File: src/rtl/fractal_sync_2x1_ctrl.sv
// Two-child node of the fractal synchronization tree. It resolves barriers at its own level,
// forwards higher-level barriers to the parent, and answers bad or mismatched requests with an error.
module fractal_sync_2x1_ctrl #(
  parameter int unsigned LVL_WIDTH = 2,
  parameter int unsigned NODE_LVL  = 1
) (
  input  logic                 clk_i,
  input  logic                 rst_i,
  input  logic                 slv0_sync_i,
  input  logic [LVL_WIDTH-1:0] slv0_level_i,
  output logic                 slv0_wake_o,
  output logic                 slv0_error_o,
  input  logic                 slv0_ack_i,
  input  logic                 slv1_sync_i,
  input  logic [LVL_WIDTH-1:0] slv1_level_i,
  output logic                 slv1_wake_o,
  output logic                 slv1_error_o,
  input  logic                 slv1_ack_i,
  output logic                 mst_sync_o,
  output logic [LVL_WIDTH-1:0] mst_level_o,
  input  logic                 mst_wake_i,
  input  logic                 mst_error_i,
  output logic                 mst_ack_o
);

  typedef enum logic [1:0] {IDLE, UP, RESP} state_t;

  localparam logic [LVL_WIDTH-1:0] NODE_LVL_C = LVL_WIDTH'(NODE_LVL);

  state_t               state_q, state_d;
  logic [1:0]           pending_q, pending_d;
  logic [LVL_WIDTH-1:0] level_q [2];
  logic [LVL_WIDTH-1:0] level_d [2];
  logic [1:0]           wake_q, wake_d;
  logic [1:0]           err_q, err_d;
  logic                 mst_sync_q, mst_sync_d;
  logic                 mst_ack_q, mst_ack_d;
  logic [LVL_WIDTH-1:0] mst_level_q, mst_level_d;

  logic [1:0]           sync_in, ack_in, bad, clr;
  logic [LVL_WIDTH-1:0] lvl_in [2];
  logic                 both, same, local_lvl, up_resp, resp_done;

  assign sync_in   = {slv1_sync_i, slv0_sync_i};
  assign ack_in    = {slv1_ack_i, slv0_ack_i};
  assign lvl_in[0] = slv0_level_i;
  assign lvl_in[1] = slv1_level_i;

  genvar gi;
  generate
    for (gi = 0; gi < 2; gi++) begin : g_child
      // A level below this node can never be resolved by it or any ancestor.
      assign bad[gi] = pending_q[gi] && (level_q[gi] < NODE_LVL_C);
      assign clr[gi] = ack_in[gi] && (wake_q[gi] || err_q[gi]);
    end
  endgenerate

  assign both      = &pending_q;
  assign same      = (level_q[0] == level_q[1]);
  assign local_lvl = (level_q[0] == NODE_LVL_C);
  assign up_resp   = mst_wake_i || mst_error_i;
  assign resp_done = (((wake_q | err_q) & ~clr) == 2'b00);

  always_ff @(posedge clk_i) begin
    if (rst_i) begin
      state_q     <= IDLE;
      pending_q   <= '0;
      level_q[0]  <= '0;
      level_q[1]  <= '0;
      wake_q      <= '0;
      err_q       <= '0;
      mst_sync_q  <= 1'b0;
      mst_ack_q   <= 1'b0;
      mst_level_q <= '0;
    end else begin
      state_q     <= state_d;
      pending_q   <= pending_d;
      level_q[0]  <= level_d[0];
      level_q[1]  <= level_d[1];
      wake_q      <= wake_d;
      err_q       <= err_d;
      mst_sync_q  <= mst_sync_d;
      mst_ack_q   <= mst_ack_d;
      mst_level_q <= mst_level_d;
    end
  end

  always_comb begin
    state_d = state_q;
    case (state_q)
      IDLE: begin
        if ((|bad) || (both && (!same || local_lvl))) state_d = RESP;
        else if (both)                                state_d = UP;
      end
      UP:      if (up_resp)   state_d = RESP;
      RESP:    if (resp_done) state_d = IDLE;
      default: state_d = IDLE;
    endcase
  end

  always_comb begin
    pending_d   = pending_q;
    level_d[0]  = level_q[0];
    level_d[1]  = level_q[1];
    wake_d      = wake_q & ~clr;
    err_d       = err_q & ~clr;
    mst_sync_d  = 1'b0;
    mst_ack_d   = 1'b0;
    mst_level_d = mst_level_q;
    for (int n = 0; n < 2; n++) begin
      if (clr[n]) pending_d[n] = 1'b0;
      // Capture only into a free slot; duplicates while pending are dropped.
      if (!pending_q[n] && sync_in[n]) begin
        pending_d[n] = 1'b1;
        level_d[n]   = lvl_in[n];
      end
    end
    case (state_q)
      IDLE: begin
        if (|bad)                    err_d  = bad;
        else if (both && !same)      err_d  = 2'b11;
        else if (both && local_lvl)  wake_d = 2'b11;
        else if (both) begin
          mst_sync_d  = 1'b1;
          mst_level_d = level_q[0];
        end
      end
      UP: begin
        if (up_resp) begin
          mst_ack_d = 1'b1;
          if (mst_error_i) err_d  = 2'b11;
          else             wake_d = 2'b11;
        end
      end
      default: ;
    endcase
  end

  assign slv0_wake_o  = wake_q[0];
  assign slv1_wake_o  = wake_q[1];
  assign slv0_error_o = err_q[0];
  assign slv1_error_o = err_q[1];
  assign mst_sync_o   = mst_sync_q;
  assign mst_ack_o    = mst_ack_q;
  assign mst_level_o  = mst_level_q;

endmodule

File: config.mk
export PLATFORM = sky130hd
export DESIGN_NAME = fractal_sync_2x1_ctrl
export DESIGN_NICKNAME = d
export VERILOG_FILES = /design/src/rtl/fractal_sync_2x1_ctrl.sv
export SDC_FILE = /design/constraint.sdc
export NUM_CORES = 1
export LEC_CHECK = 0
export ABC_CLOCK_PERIOD_IN_PS = 1100
export BUFFER_PORTS_ARGS = -buffer_cell sky130_fd_sc_hd__buf_2
export CORE_MARGIN = 3
export CORE_UTILIZATION = 45
export CTS_BUF_LIST = sky130_fd_sc_hd__clkbuf_4
export CTS_CLUSTER_DIAMETER = 40
export DETAILED_ROUTE_END_ITERATION = 8
export HOLD_SLACK_MARGIN = 0.12
export PLACE_DENSITY = 0.8
export SLEW_MARGIN = 20
export SYNTH_ARGS = -nofsm -noshare
export SYNTH_HDL_FRONTEND = slang
export SYNTH_SLANG_ARGS = --single-unit
export TNS_END_PERCENT = 20
File: constraint.sdc
create_clock -name clk_i -period 1.1 [get_ports clk_i]
set_input_delay 0.22 -clock clk_i [delete_from_list [all_inputs] [get_ports clk_i]]
set_output_delay 0.22 -clock clk_i [all_outputs]
set_load 0.01 [all_outputs]
==> out/qor.csv, run 1 <==
stage,metric,value,unit
yosys,yosysTopAreaCell,dfxtp_1,
power_and_ir_drop,irDropWorstVdd,698,uV
power_and_ir_drop,p_seq_share,46.1,%
yosys,ys_warn_count,0,
timing,slew_headroom,78.4,%
timing,finalHoldViolations,0,
place,dp_hpwl,1310,microns
floorplanning,fp.dieArea,2230,sq um
power_and_ir_drop,p_leak,0.439,nW
finish,n_antenna_cell,0,
routing,wl_met3,87,microns
timing,rsz0062_at_grt,true,
yosys,synthTopCellsByArea,"dfxtp_1 (42%), mux2i_1 (6.6%), nor2_1 (5.9%), a21oi_1 (5.2%), nand2b_1 (3.3%)",
cts,htree_levels,1,
cts,ctsLongestPathBuffers,2,
routing,viasPerCell,5.44,
floorplanning,die_w,47.2,microns
cts,cts.reportedPaths.clkPinSlew,0.09,ns
cts,cts.sinks,16,
yosys,syn_area_per_cell,8.98,sq um
grt,antenna_found_initial,0,
timing,post-route-period-util,114,%
finish,seqCellArea,332,sq um
finish,final_common_cell,buf_2,
routing,drc,0,
routing,first_pass_iters,4,
cts,cts_tree,done,
yosys,yosys_most_used_dff,dfxtp_1,
critical_path,cp.arrival,1.47,ns
routing,routed.top_layer,met4,
critical_path,startpoint_type,flip-flop,
finish,area.growth.synth_to_final,33.3,%
power_and_ir_drop,clockPowerShare,19.8,%
floorplanning,ios,20,
outcome,violations,negative setup slack,
timing,final.setup_skew,0.00282,ns
hold_path,hp-class,in -> reg,
cts,postCtsSetupBuffers,0,
finish,fillers,136,
yosys,mappedNetlistArea,763,sq um
cts,clk_latency,0.28,ns
grt,grt_pass1_wl,2680,microns
yosys,synth_cell_types,31,
yosys,ys_seq_area_share,42.0,%
critical_path,cp_max_fo,3,
floorplanning,die_y,47.2,microns
grt,overflow,0,
timing,tightest_slew,0.324,ns
outcome,status,"complete, but fails checks",
timing,setup_viol,9,
yosys,syn_inst,85,
finish,multi_input_area,454,sq um
cts,ctsHoldBuffers,0,
finish,final_util,65.2,%
cts,ctsRootBufferMaster,clkbuf_4,
timing,timing.final.crit_period,1.25,ns
routing,met1_length,764,microns
routing,ant_nets,0,
critical_path,path_class,reg -> reg,
floorplanning,std_cell_rows,14,
routing,drt_wl_total,1670,microns
routing,wire_per_inst,12.6,microns
finish,final_cell_mix,"buf_2 (19), nor2_1 (11), buf_4 (11), dfxtp_1 (9), a21oi_1 (7)",
yosys,synth_top_area_share,42.0,%
yosys,ys_seq_elements,16,
power_and_ir_drop,switchingPower,0.000491,W
finish,drive_gt1_share,47.0,%
critical_path,crit_required,1.31,ns
finish,nets,130,
job,cap_violations,0,
place,dp_slack,-0.218,ns
floorplanning,core_area,1560,sq um
floorplanning,start_util,49.0,%
timing,timing.fmax,800,MHz
critical_path,end_kind,flip-flop,
timing,layout_setup_ws,-0.151,ns
yosys,async_reset_ff_share,0,%
place,portBuffers,19,
grt,grt_pass1_vias,669,
routing,vias,724,
grt,grt_max_degree,18,
cts,cts_buffers,3,
yosys,syn_nets,97,
power_and_ir_drop,combPwrFrac,34.1,%
place,gp_congestion,0.858,
routing,wl_met2,790,microns
timing,final_max_slew_viol_count,0,
grt,grt_use_total,17.2,%
routing,drt_iter0_markers,7,
place,placed_area,938,sq um
power_and_ir_drop,switching_share,31.9,%
power_and_ir_drop,power_density,1510,nW/um^2
finish,final_cell_area,1020,sq um
power_and_ir_drop,p_int,0.00105,W
yosys,synth_edf_count,0,
cells in the mapped netlist, drive strengths merged (2+ instances only):
library cell and n:
nor2 12, or2b 2, o21ai 4, nor3 3
nand2b 4, nor2b 3, a21oi 8, dfxtp 16
and2b 2, nand2 4, inv 2, nor3b 2
mux2i 5, xnor2 2, a31oi 2, buf 2
area by class of cell:
cell class	count	area share, %
Inverter	2	0.738
Multi-Input combinational cell	65	44.6
Clock buffer	3	2.21
Timing Repair Buffer	30	17.5
Tap cell	16	1.97
Clock inverter	1	0.369
Sequential cell	16	32.6
through the flow:
stage / TNS, ns / std cells / hold WS (ns) / power [W]
after floorplan: -0.565 / 85 / 0.292 / 0.000984
after global placement: -0.832 / 129 / 0.449 / 0.00115
after detailed placement: -1.20 / 129 / 0.466 / 0.00118
final: -0.756 / 133 / 0.174 / 0.00154
after global routing: -1.46 / 133 / 0.176 / 0.00164
after CTS: -0.822 / 133 / 0.172 / 0.00151
power groups by stage:
stage / Combinational, W / Clock [W] / Sequential, W
after floorplan: 0.000258 / 0 / 0.000727
after global placement: 0.000446 / 0 / 0.000709
after detailed placement: 0.000462 / 0 / 0.000713
after CTS: 0.000492 / 0.000316 / 0.000706
after global routing: 0.000575 / 0.000342 / 0.000719
final: 0.000523 / 0.000304 / 0.000709
routing by layer:
layer	track usage [%]	vias up
li1	-	366
met4	8.29	0
met5	0	-
met2	29.3	20
met3	4.60	4
met1	19.7	334
what timing repair did:
item	in CTS	in global routing
pin swaps	3	3
resized for setup	14	5
setup endpoints to repair	11	11
path summary, 6_finish.rpt:
check | from | end | slack (ns) | depth (start not counted)
setup / recovery | state_q[0] | wake_q[1] | -0.15 | 3
hold / removal | slv1_level_i[1] | level_q[0][3] | 0.17 | 3
setup reg to reg | state_q[0] | wake_q[1] | -0.15 | 3
hold reg to reg | mst_level_o[0] | mst_level_o[0] | 0.48 | 2
worst max-delay path: stages (launching register included):
cell     delay, ns
dfxtp_2       0.34
or4_1         0.51
a21o_1        0.20
a21oi_2       0.13
logic make-up after synthesis:
| logic type | count (synthesis) | share of synthesized area (%) |
|---|---|---|
| simple gates | 37 | 27.7 |
| compound gates | 21 | 17.5 |
| xor+xnor | 2 | 2.30 |
| flops | 16 | 42.0 |
| buf+inv | 4 | 3.93 |
| mux | 5 | 6.56 |
registers in the layout, summed over array words and instances, names as in the netlist:
name and flops:
err_q 2, level_q 4, mst_ack_o 1, mst_level_o 2, mst_sync_o 1, pending_q 2, state_q 2, wake_q 2
Power figures use the tool's default switching activity.
==> run 2: changes to the inputs <==
Settings changed: PLACE_DENSITY 0.8 to 0.71.
==> out/qor.csv, run 2 (synthesis results as in run 1) <==
stage,metric,value,unit
outcome,status,"complete, but fails checks",
outcome,violations,negative setup slack,
critical_path,path_class,reg -> reg,
floorplanning,ios,20,
power_and_ir_drop,power_density,1480,nW/um^2
routing,drc,0,
grt,grt_use_total,18.0,%
grt,grt_pass1_wl,2820,microns
finish,n_antenna_cell,0,
critical_path,cp_top_family,simple AND/OR/NAND/NOR gates,
routing,ant_nets,0,
cts,clk_latency,0.28,ns
power_and_ir_drop,irDropWorstVdd,817,uV
timing,timing.fmax,789,MHz
cts,postCtsSetupBuffers,0,
grt,antenna_found_initial,0,
finish,nets,130,
routing,vias,742,
cts,cts.reportedPaths.clkPinSlew,0.10,ns
floorplanning,fp.dieArea,2230,sq um
finish,largest-register,level_q,
grt,grt_pass1_vias,676,
cts,cts_buffers,3,
critical_path,cp_slowest_cell,or4_1,
timing,timing.final.crit_period,1.27,ns
critical_path,crit_buf_inv,0,
critical_path,cpPeakStageDelay,0.52,ns
cts,ctsLongestPathBuffers,2,
routing,drt_wl_total,1830,microns
floorplanning,std_cell_rows,14,
floorplanning,die_y,47.2,microns
timing,final.setup_skew,0.0133,ns
job,cap_violations,0,
cts,cts.sinks,16,
place,portBuffers,19,
routing,first_pass_iters,4,
critical_path,r2r_cells,3,
cts,cts_tree,done,
cts,ctsRootBufferMaster,clkbuf_4,
timing,setup_viol,9,
finish,final_cell_mix,"buf_2 (19), nor2_1 (11), buf_4 (11), dfxtp_1 (10), a21oi_1 (6)",
floorplanning,start_util,49.0,%
critical_path,end_kind,flip-flop,
finish,largest_register_ff_count,4,
place,gp_congestion,0.844,
finish,final_common_cell,buf_2,
timing,layout_setup_ws,-0.167,ns
timing,rsz0062_at_grt,true,
timing,final_max_slew_viol_count,0,
timing,tightest_slew,0.317,ns
critical_path,cp.depth,3,
routing,drt_iter0_markers,16,
critical_path,startpoint_type,flip-flop,
floorplanning,core_area,1560,sq um
timing,post-route-period-util,115,%
critical_path,cp.arrival,1.49,ns
critical_path,crit_required,1.33,ns
routing,viasPerCell,5.58,
timing,slew_headroom,78.8,%
place,dp_hpwl,1300,microns
finish,fin_cells,133,
power_and_ir_drop,finalPower,0.00154,W
floorplanning,die_w,47.2,microns
grt,grt_max_degree,18,
timing,finalHoldViolations,0,
hold_path,holdPathStages,3,
place,post-place-cells,129,
finish,drive_gt1_share,47.9,%
hold_path,hp-class,in -> reg,
grt,overflow,0,
critical_path,cp_cell_sequence,or4_1 -> a21o_1 -> a21oi_1,
routing,wire_per_inst,13.7,microns
finish,area.growth.synth_to_final,36.6,%
power_and_ir_drop,p_leak,0.459,nW
critical_path,cp_max_fo,5,
cts,htree_levels,1,
-- run 2: worst reg2reg max path: cells and delay by family, from the launching register on --
| family | cells | cell delay (ns) |
|---|---|---|
| compound gates | 2 | 0.31 |
| flops | 1 | 0.38 |
| simple gates | 1 | 0.52 |
-- run 2: path summary, 6_finish.rpt --
path,endpoint,slack (ns),from
worst max-delay path,wake_q[1],-0.17,level_q[0][3]
worst min-delay path,level_q[0][1],0.16,slv0_level_i[1]
worst max register to register,wake_q[1],-0.17,level_q[0][3]
worst min register to register,mst_level_o[1],0.47,mst_level_o[1]
-- run 2: cell type report --
| type | instances | area, sq um |
|---|---|---|
| Fill cell | 137 | 517 |
| Inverter | 2 | 7.51 |
| Sequential cell | 16 | 333 |
| Clock buffer | 3 | 22.5 |
| Clock inverter | 1 | 3.75 |
| Timing Repair Buffer | 30 | 178 |
| Multi-Input combinational cell | 65 | 478 |
| Tap cell | 16 | 20.0 |
-- run 2: metal layers --
layer / wire length [microns] / part of all wire, % / track usage (%) / vias up
met2: 946 / 52 / 31.4 / 22
li1: - / - / - / 365
met5: 0 / 0 / 0 / -
met1: 765 / 42 / 20.8 / 346
met4: 42 / 2.3 / 7.18 / 0
met3: 73 / 4.0 / 4.60 / 9
-- run 2: what timing repair did --
action | CTS | global route
hold buffers | 0 | 0
pin swaps | 5 | 0
gates resized for setup | 18 | 5
setup endpoints to repair | 11 | 12
-- run 2: through the flow --
stage	utilization (%)	hold WS [ns]	worst slack (ns)	instance area (sq um)	setup TNS, ns
floorplan	-	0.292	-0.114	763	-0.565
global placement	60.2	0.449	-0.191	938	-0.891
detailed placement	60.2	0.458	-0.223	938	-1.28
CTS	65.4	0.160	-0.153	1020	-0.942
global route	66.9	0.165	-0.232	1040	-1.62
finish	66.9	0.160	-0.167	1040	-1.08
-- run 2: power by group --
part	total, W	switching, W	internal (W)
clock network	0.000311	0.000179	0.000131
registers	0.000708	0.0000608	0.000647
logic	0.000525	0.000275	0.000250
total	0.00154	0.000515	0.00103
==> run 3: changes to the inputs <==
Settings changed: REMOVE_ABC_BUFFERS set to 1.
==> out/qor.csv, run 3 (synthesis results as in run 1) <==
stage,metric,value,unit
outcome,status,"complete, but fails checks",
outcome,violations,negative setup slack,
finish,area.growth.synth_to_final,32.6,%
critical_path,end_kind,flip-flop,
grt,antenna_found_initial,0,
hold_path,hp-class,in -> reg,
cts,cts.reportedPaths.clkPinSlew,0.09,ns
timing,timing.final.crit_period,1.29,ns
power_and_ir_drop,switching_share,32.1,%
cts,cts_tree,done,
floorplanning,fp.dieArea,2230,sq um
finish,nets,130,
grt,grtUsageMet3,4.60,%
routing,drc,0,
cts,clk_latency,0.28,ns
finish,drive_gt1_share,44.4,%
critical_path,cp_max_fo,3,
timing,tightest_slew,0.299,ns
critical_path,crit_required,1.32,ns
floorplanning,core_area,1560,sq um
routing,first_pass_iters,4,
power_and_ir_drop,irDropWorstVdd,825,uV
power_and_ir_drop,p_leak,0.442,nW
grt,grt_busiest_layer,met2,
timing,timing.fmax,773,MHz
power_and_ir_drop,power_density,1470,nW/um^2
finish,n_antenna_cell,0,
place,gp_congestion,0.838,
grt,grt_pass1_vias,656,
cts,htree_levels,1,
power_and_ir_drop,finalPower,0.00149,W
timing,final.setup_skew,0.00106,ns
grt,grtUsageMet1,20.4,%
finish,largest-register,level_q,
routing,wire_per_inst,12.5,microns
timing,finalSetupTns,-0.964,ns
place,portBuffers,19,
cts,cts_buffers,3,
timing,post-route-period-util,118,%
floorplanning,die_y,47.2,microns
floorplanning,std_cell_rows,14,
timing,finalHoldViolations,0,
routing,viasPerCell,5.23,
place,dp_hpwl,1200,microns
critical_path,path_class,reg -> reg,
finish,final_util,64.9,%
power_and_ir_drop,p_seq_share,47.6,%
grt,globalRouteMet2Util,31.4,%
floorplanning,die_w,47.2,microns
place,post-place-cells,128,
timing,layout_setup_ws,-0.193,ns
grt,grt_pass1_wl,2750,microns
critical_path,startpoint_type,flip-flop,
grt,overflow,0,
floorplanning,start_util,49.0,%
power_and_ir_drop,combPwrFrac,31.5,%
timing,setup_viol,10,
finish,fin_cells,133,
grt,grt_use_total,17.8,%
routing,ant_nets,0,
routing,drt_wl_total,1660,microns
job,cap_violations,0,
power_and_ir_drop,switchingPower,0.000478,W
floorplanning,ios,20,
timing,final_max_slew_viol_count,0,
finish,largest_register_ff_count,4,
power_and_ir_drop,clockPowerShare,21.0,%
grt,grt_max_degree,18,
power_and_ir_drop,p_int,0.00101,W
routing,vias,696,
critical_path,cp.arrival,1.51,ns
routing,drt_iter0_markers,4,
cts,cts.sinks,16,
finish,final_cell_mix,"buf_2 (19), nor2_1 (11), buf_4 (11), dfxtp_1 (10), a21oi_1 (7)",
cts,ctsRootBufferMaster,clkbuf_4,
cts,ctsHoldBuffers,0,
timing,slew_headroom,79.9,%
cts,ctsLongestPathBuffers,2,
timing,rsz0062_at_grt,true,
finish,final_common_cell,buf_2,
==> run 3: cell counts in the layout (fill, tap and decap cells not counted) <==
Identical to the previous run, type by type.
==> run 3: layout make-up <==
cell class / count / area (sq um)
Tap cell: 16 / 20.0
Clock buffer: 3 / 22.5
Inverter: 2 / 7.51
Timing Repair Buffer: 30 / 178
Multi-Input combinational cell: 65 / 445
Clock inverter: 1 / 3.75
Fill cell: 144 / 547
Sequential cell: 16 / 335
==> run 3: path summary, 6_finish.rpt <==
kind | to | slack, ns | from | cells past startpoint
max | wake_q[1] | -0.19 | state_q[0] | 3
min | level_q[0][1] | 0.17 | slv0_level_i[1] | 3
max reg2reg | wake_q[1] | -0.19 | state_q[0] | 3
min reg2reg | mst_level_o[1] | 0.47 | mst_level_o[1] | 1
==> run 3: power by group through the flow <==
| stage | logic, W | registers, W | clock network (W) |
|---|---|---|---|
| after floorplan | 0.000242 | 0.000730 | 0 |
| after global placement | 0.000421 | 0.000711 | 0 |
| after detailed placement | 0.000428 | 0.000715 | 0 |
| after CTS | 0.000450 | 0.000706 | 0.000333 |
| after global routing | 0.000522 | 0.000717 | 0.000346 |
| final | 0.000468 | 0.000708 | 0.000312 |
==> run 3: what timing repair did <==
action | in CTS | in global routing
setup buffers | 1 | 0
endpoints found under the setup margin | 11 | 13
pin swaps | 1 | 1
resized for setup | 11 | 7
==> run 3: metal layers <==
| layer | up-vias | share of wire [%] |
|---|---|---|
| met5 | - | 0 |
| met4 | 0 | 0.48 |
| li1 | 363 | - |
| met3 | 2 | 4.1 |
| met1 | 315 | 46 |
| met2 | 16 | 49 |
==> run 3: through the flow <==
step | worst slack [ns] | hold WS, ns | instance area, sq um
after CTS | -0.175 | 0.159 | 991
final | -0.193 | 0.167 | 1010
after floorplan | -0.132 | 0.285 | 741
after global routing | -0.224 | 0.192 | 1010
after detailed placement | -0.218 | 0.459 | 931
after global placement | -0.207 | 0.449 | 931
==> run 3: critical path: stages (launching register included) <==
cell     delay [ns]
dfxtp_1        0.35
or4_1          0.55
a21o_1         0.20
a21oi_1        0.13
